==> config.mk <==
export PLATFORM = sky130hd
export DESIGN_NAME = div8_seq_flat
export DESIGN_NICKNAME = d
export VERILOG_FILES = /design/src/rtl/div8_seq_pkg.sv /design/src/rtl/div8_seq_if.sv /design/src/rtl/div8_seq_sub8.sv /design/src/rtl/div8_seq.sv /design/src/flat_wrapper.sv
export SDC_FILE = /design/constraint.sdc
export NUM_CORES = 1
export LEC_CHECK = 0
export CAP_MARGIN = 20
export CORE_ASPECT_RATIO = 1.2
export CORE_MARGIN = 3
export CORE_UTILIZATION = 57
export DETAILED_ROUTE_END_ITERATION = 7
export PLACE_DENSITY_LB_ADDON = 0.3
export SYNTH_ARGS = -nofsm -noshare
export SYNTH_HDL_FRONTEND = slang
export SYNTH_SLANG_ARGS = --single-unit
==> constraint.sdc <==
create_clock -name clk -period 6.4 [get_ports clk]
set_input_delay 1.28 -clock clk [delete_from_list [all_inputs] [get_ports clk]]
set_output_delay 1.28 -clock clk [all_outputs]
set_load 0.05 [all_outputs]
==> src/rtl/div8_seq_pkg.sv <==
// Shared types and constants for the div8_seq restoring divider.
// The optional divide-by-zero shortcut is selected by DIV8_SEQ_ZERO_DETECT_EN.
package div8_seq_pkg;

  localparam int WIDTH = 8;
  localparam logic [2:0] LAST_STEP = 3'd7;

  typedef enum logic [1:0] {
    IDLE,
    RUN,
    DONE
  } state_t;

endpackage

==> src/rtl/div8_seq_if.sv <==
// Request/result bundle of div8_seq: the master issues divisions, the slave answers.
interface div8_seq_if;
  import div8_seq_pkg::*;

  logic             start;
  logic [WIDTH-1:0] dividend;
  logic [WIDTH-1:0] divisor;
  logic             busy;
  logic             done;
  logic [WIDTH-1:0] quotient;
  logic [WIDTH-1:0] remainder;
  logic             dz;

  modport master (
    output start, dividend, divisor,
    input  busy, done, quotient, remainder, dz
  );

  modport slave (
    input  start, dividend, divisor,
    output busy, done, quotient, remainder, dz
  );

endinterface

==> src/rtl/div8_seq_sub8.sv <==
// 8-bit subtractor with borrow-in; co is the borrow out (1 when a < b + ci).
module sub8 (
  input  logic [7:0] a,
  input  logic [7:0] b,
  input  logic       ci,
  output logic [7:0] s,
  output logic       co
);

  assign {co, s} = {1'b0, a} - {1'b0, b} - {8'd0, ci};

endmodule

==> src/rtl/div8_seq.sv <==
// Sequential 8-bit unsigned restoring divider, one quotient bit per clock.
// Define DIV8_SEQ_ZERO_DETECT_EN to short-cut division by zero and raise dz.
module div8_seq
  import div8_seq_pkg::*;
(
  input  logic           clk,
  input  logic           rst,
  div8_seq_if.slave      bus
);

  state_t           state;
  logic [WIDTH-1:0] q;
  logic [WIDTH-1:0] r;
  logic [WIDTH-1:0] d;
  logic [2:0]       cnt;
  logic             busy_r;
  logic             done_r;
  logic [WIDTH-1:0] quo_r;
  logic [WIDTH-1:0] rem_r;

  logic [WIDTH-1:0] t;
  logic [WIDTH-1:0] s;
  logic             co;
  logic             take;
  logic [WIDTH-1:0] r_next;
  logic [WIDTH-1:0] q_next;
  logic             accept;

  // The shifted-out r[7] is a ninth bit of the partial remainder, so the
  // trial always fits when it is set and the 8-bit wrapped difference is exact.
  assign t      = {r[WIDTH-2:0], q[WIDTH-1]};
  assign take   = r[WIDTH-1] | ~co;
  assign r_next = take ? s : t;
  assign q_next = {q[WIDTH-2:0], take};
  assign accept = bus.start && (state != RUN);

  sub8 u_sub8 (
    .a  (t),
    .b  (d),
    .ci (1'b0),
    .s  (s),
    .co (co)
  );

`ifdef DIV8_SEQ_ZERO_DETECT_EN
  logic dz_r;

  always_ff @(posedge clk or posedge rst) begin
    if (rst) begin
      dz_r <= 1'b0;
    end else if (accept) begin
      dz_r <= (bus.divisor == '0);
    end
  end

  assign bus.dz = dz_r;
`else
  assign bus.dz = 1'b0;
`endif

  always_ff @(posedge clk or posedge rst) begin
    if (rst) begin
      state  <= IDLE;
      q      <= '0;
      r      <= '0;
      d      <= '0;
      cnt    <= '0;
      busy_r <= 1'b0;
      done_r <= 1'b0;
      quo_r  <= '0;
      rem_r  <= '0;
    end else begin
      done_r <= 1'b0;
      if (state == RUN) begin
        r <= r_next;
        q <= q_next;
        if (cnt == LAST_STEP) begin
          state  <= DONE;
          busy_r <= 1'b0;
          done_r <= 1'b1;
          quo_r  <= q_next;
          rem_r  <= r_next;
        end else begin
          cnt <= cnt + 3'd1;
        end
      end else if (accept) begin
        q   <= bus.dividend;
        d   <= bus.divisor;
        r   <= '0;
        cnt <= '0;
`ifdef DIV8_SEQ_ZERO_DETECT_EN
        if (bus.divisor == '0) begin
          state  <= DONE;
          busy_r <= 1'b0;
          done_r <= 1'b1;
          quo_r  <= '1;
          rem_r  <= bus.dividend;
        end else begin
          state  <= RUN;
          busy_r <= 1'b1;
        end
`else
        state  <= RUN;
        busy_r <= 1'b1;
`endif
      end else begin
        state <= IDLE;
      end
    end
  end

  assign bus.busy      = busy_r;
  assign bus.done      = done_r;
  assign bus.quotient  = quo_r;
  assign bus.remainder = rem_r;

endmodule

==> src/flat_wrapper.sv <==
// flat-port wrapper written by rule: the top's interface ports become plain ports
module div8_seq_flat import div8_seq_pkg::*;
  (clk, rst, bus_start, bus_dividend, bus_divisor, bus_busy, bus_done, bus_quotient, bus_remainder, bus_dz);
  div8_seq_if bus_i ();
  input  logic clk;
  input  logic rst;
  input wire logic [$bits(bus_i.start)-1:0] bus_start;
  input wire logic [$bits(bus_i.dividend)-1:0] bus_dividend;
  input wire logic [$bits(bus_i.divisor)-1:0] bus_divisor;
  output wire logic [$bits(bus_i.busy)-1:0] bus_busy;
  output wire logic [$bits(bus_i.done)-1:0] bus_done;
  output wire logic [$bits(bus_i.quotient)-1:0] bus_quotient;
  output wire logic [$bits(bus_i.remainder)-1:0] bus_remainder;
  output wire logic [$bits(bus_i.dz)-1:0] bus_dz;
  assign bus_i.start = bus_start;
  assign bus_i.dividend = bus_dividend;
  assign bus_i.divisor = bus_divisor;
  assign bus_busy = bus_i.busy;
  assign bus_done = bus_i.done;
  assign bus_quotient = bus_i.quotient;
  assign bus_remainder = bus_i.remainder;
  assign bus_dz = bus_i.dz;
  div8_seq u_core (.clk(clk), .rst(rst), .bus(bus_i));
endmodule
---- Word-level counts from Yosys, hierarchy flattened ----
Cells that the tools add are included.
word-level totals
  logic and storage cells ................. 41
  input port bits ......................... 19
  register bits after elaboration ......... 47
cells by class
  reductions and logical operators ........ 6
  bitwise gates (word level) .............. 3
  add/sub/neg operators ................... 2
  equality and inequality tests ........... 5
  mux-type cells .......................... 16
operators with widths
  cell                                                   count
  two-way mux 8 bit                                      5
  two-way mux 3 bit                                      3
  subtractor 8 x 8 -> 9 bit                              1
  AND reduction 2 bit                                    4
  two-way mux 1 bit                                      6
  two-way mux 2 bit                                      2
  inequality test 2 bit, second input constant           2
  adder 3 x 1 -> 3 bit, second input constant            1
  equality test 3 bit, second input constant             1
  equality test 2 x 1 -> 1 bit, second input constant    1
  inequality test 2 x 1 -> 1 bit, second input constant  1
  inverter 1 bit                                         2
  nonzero test 2 bit                                     1
  logical AND 1 bit                                      1
  bitwise OR 1 bit                                       1

---- Logic depth before layout (Yosys ltp) ----
  depth in word-level cells ............... 5
  mapped depth ............................ 9
  depth with buffers taken out ............ 8

---- Modules after synthesis ----
From an unflattened synthesis, not the netlist that was laid out.
second synthesis, totals
  cell total of the unflattened synthesis .. 238
  area total of the unflattened synthesis .. 2617.5 um2
by module, submodules not included
  module    cells an instance  times used  area each (um2)  seq. area each (um2)
  div8_seq  162                1           2063.2           1176.1
  sub8      76                 1           554.3            0.0

---- Least setup slack after synthesis ----
No wires, ideal clock.
  path type ............................... input -> register
  from .................................... input port bus_start
  to ...................................... register u_core.d[0]
  data arrival time ....................... 2227 ps
  data required time ...................... 6275 ps
  setup slack ............................. 4048 ps
  path buffers ............................ 1
  stages .................................. 3
  path through ............................ clkbuf_1 nand2_1 mux2_2
between the ends
  cells in the longest elaborated chain, start to end .. 2
RTL lines
  item                                  line               source
  from (decl)                           flat_wrapper.sv:7  input wire logic [$bits(bus_i.start)-1:0] bus_start;
  logical AND 1 bit                     div8_seq.sv:35     assign accept = bus.start && (state != RUN);
  AND reduction 2 bit (no source line)  n/a
  to (signal assigned)                  div8_seq.sv:88     d <= bus.divisor;
  to (decl)                             div8_seq.sv:14     logic [WIDTH-1:0] d;
Every way passes these cells.
A chain may end at the register's enable or synchronous reset.

---- Worst setup path after layout ----
  from .................................... input port bus_start
  to ...................................... register u_core.d[1]
The elaborated chain is that of the path after synthesis.

==> metrics <==
total number of vias 1694; GRT overflow 0; All-Layer GR Usage 0.202; Min-Delay Path Depth 2; Period minus WS final 2.90 ns; remaining antenna violation count after routing 0; final RePlAce weighted congestion 0.803; drt wl/cell 14.3 µm; status complete, no violations; Distinct cells, synth 41; Final Skew 0.00944 ns; CP required 6.60 ns; Ports 38; share of post-route cells with drive strength above 1 0.108; port bufs 36; Initial Utilization 0.594; worst reg2reg setup slack 3.93 ns; Synth Flop Type dfrtp_1; worst skew pair latency 0.31 ns; clock buffer depth 2; RR Endpoint u_core.bus.remainder[1]; crit end category flip-flop; slowest CP cell clkdlybuf4s50_1; critical path arrival 3.09 ns; cell area after synthesis 2360 µm²; nets 289; setup_tns 0 ns; overall routed net length 4500 µm; WHS Endpoint u_core.bus.quotient[5]; Vias/cell 5.39; vias in the first global route 1724; Setup Viol. Count Final 0; relative slew slack 0.366; achievable frequency 0.345 GHz; commonest non-fill, non-tap cell in the layout dfrtp_1; largest net degree at the start of global routing 48; Synth Instances 224; Reg2Reg Depth 8; final hold vios 0; clock root cell clkbuf_8; 1st-pass router iterations 4; syn_area_per_cell 10.5 µm²; Synth Register Bits 47; Crit path largest cell delay 1.00 ns; CTS sink cnt 47; RSZ-0062 raised after global routing false; Post-synth EDFFs 0; Crit Path Max Fanout 20; Antenna Cells 0; Placement Rows 25; initial antenna violation count 0; most frequent cells in the layout dfrtp_1, nand2_1, clkdlybuf4s50_1, o21ai_0, inv_1; launching element type of the critical path primary input; hold path start u_core.bus.quotient[5]; die area 4950 µm²; die width 64.7 µm; filler instances 304; Max Slew Vio Count 0; synth warn 0; Reg-to-Reg Start u_core.d[0]; kind of critical path primary input to flip-flop; CTS tree done; DIE HEIGHT 76.5 µm; clock-pin slew on the worst setup and hold paths 0.09 ns; Inserted Clock Buffers 5; slew at the pin closest to its max-slew limit 0.950 ns; worst-path cell chain clkdlybuf4s50_1 -> nand2_1 -> mux2_2; Tightest Hold Check Type flip-flop to flip-flop; Synth async-reset ratio 1.00; post-DP HPWL 3130 µm; # Post-CTS Setup Buffers 0; DRC violations left 0; first-pass GRT wire length 7710 µm; core region area 3970 µm²; sequential fraction of the synthesis area 0.499; total of max-cap violations 0; Area Overhead vs Synth 21.6%; Syn Nets 254; Final period util 0.453; hold buffers post-CTS 0; initial DRC count 78; Resize count post-CTS 0; htree depth 2
[synthesized netlist by cell type (5+ instances only)]
master | instances | area [µm²]
a21oi_1 | 7 | 35.0
clkbuf_1 | 8 | 30.0
dfrtp_1 | 47 | 1180
ha_1 | 10 | 125
inv_1 | 14 | 52.6
mux2_2 | 10 | 113
mux2i_1 | 11 | 110
nand2_1 | 39 | 146
nand3b_1 | 7 | 52.6
nor2_1 | 5 | 18.8
o21ai_0 | 23 | 115
[registers in the layout, indices dropped and copies added, names as in the netlist]
name	count
u_core.bus.busy	1
u_core.d	8
u_core.q	8
u_core.state	2
u_core.bus.done	1
u_core.bus.quotient	8
u_core.r	8
u_core.bus.remainder	8
u_core.cnt	3
[metal layers]
metal | part of all wire | GRT usage | vias up
li1 | - | - | 839
met1 | 0.43 | 0.249 | 819
met2 | 0.52 | 0.339 | 28
met3 | 0.029 | 0.0428 | 8
met4 | 0.022 | 0.0846 | 0
met5 | 0 | 0 | -
[cells by family after synthesis]
group | count (synthesis) | synth area share
flops | 47 | 0.499
other cells | 1 | 0.00159
buf+inv | 25 | 0.0446
fa+ha+maj | 11 | 0.0615
xor+xnor | 3 | 0.0111
compound gates | 49 | 0.142
mux | 22 | 0.101
simple gates | 66 | 0.140
[metrics by stage]
step            util  instance area, µm²  worst slack, ns  hold slack, ns  instances
6_report       0.722                2870             3.50           0.479        314
5_1_grt        0.722                2870             3.40           0.522        314
4_1_cts        0.720                2860             3.46           0.483        313
3_5_place_dp   0.691                2750             3.15           0.461        305
3_3_place_gp   0.691                2750             3.21           0.460        305
2_1_floorplan      -                2360             4.00           0.453        224
[layout make-up]
| type | count | area (µm²) | share of cell area |
|---|---|---|---|
| clock buffers | 5 | 68.8 | 0.0240 |
| clock inverters | 3 | 47.5 | 0.0166 |
| inverters | 15 | 56.3 | 0.0196 |
| multi-input cells | 152 | 1080 | 0.375 |
| flip-flops and latches | 47 | 1180 | 0.410 |
| well taps | 54 | 67.6 | 0.0235 |
| repair buffers | 38 | 375 | 0.131 |
[worst max-delay path, delay by kind of cell]
| kind | cells | cell delay, ns |
|---|---|---|
| buffers and inverters | 1 | 1.00 |
| AND/OR/NAND/NOR | 1 | 0.43 |
| multiplexers | 1 | 0.38 |
[worst max-delay path by stage]
stage                         start         endpoint  depth (start not counted)
final                     bus_start      u_core.d[1]                          3
after floorplan                 rst  u_core.bus.busy                          1
after global placement    bus_start      u_core.d[7]                          3
after CTS                 bus_start      u_core.d[1]                          3
after global routing      bus_start      u_core.d[5]                          3
after detailed placement  bus_start      u_core.d[0]                          3
Power is left out: the tool's default activity adds up to more than one toggle a clock period on the data nets, which glitch-free logic cannot reach.
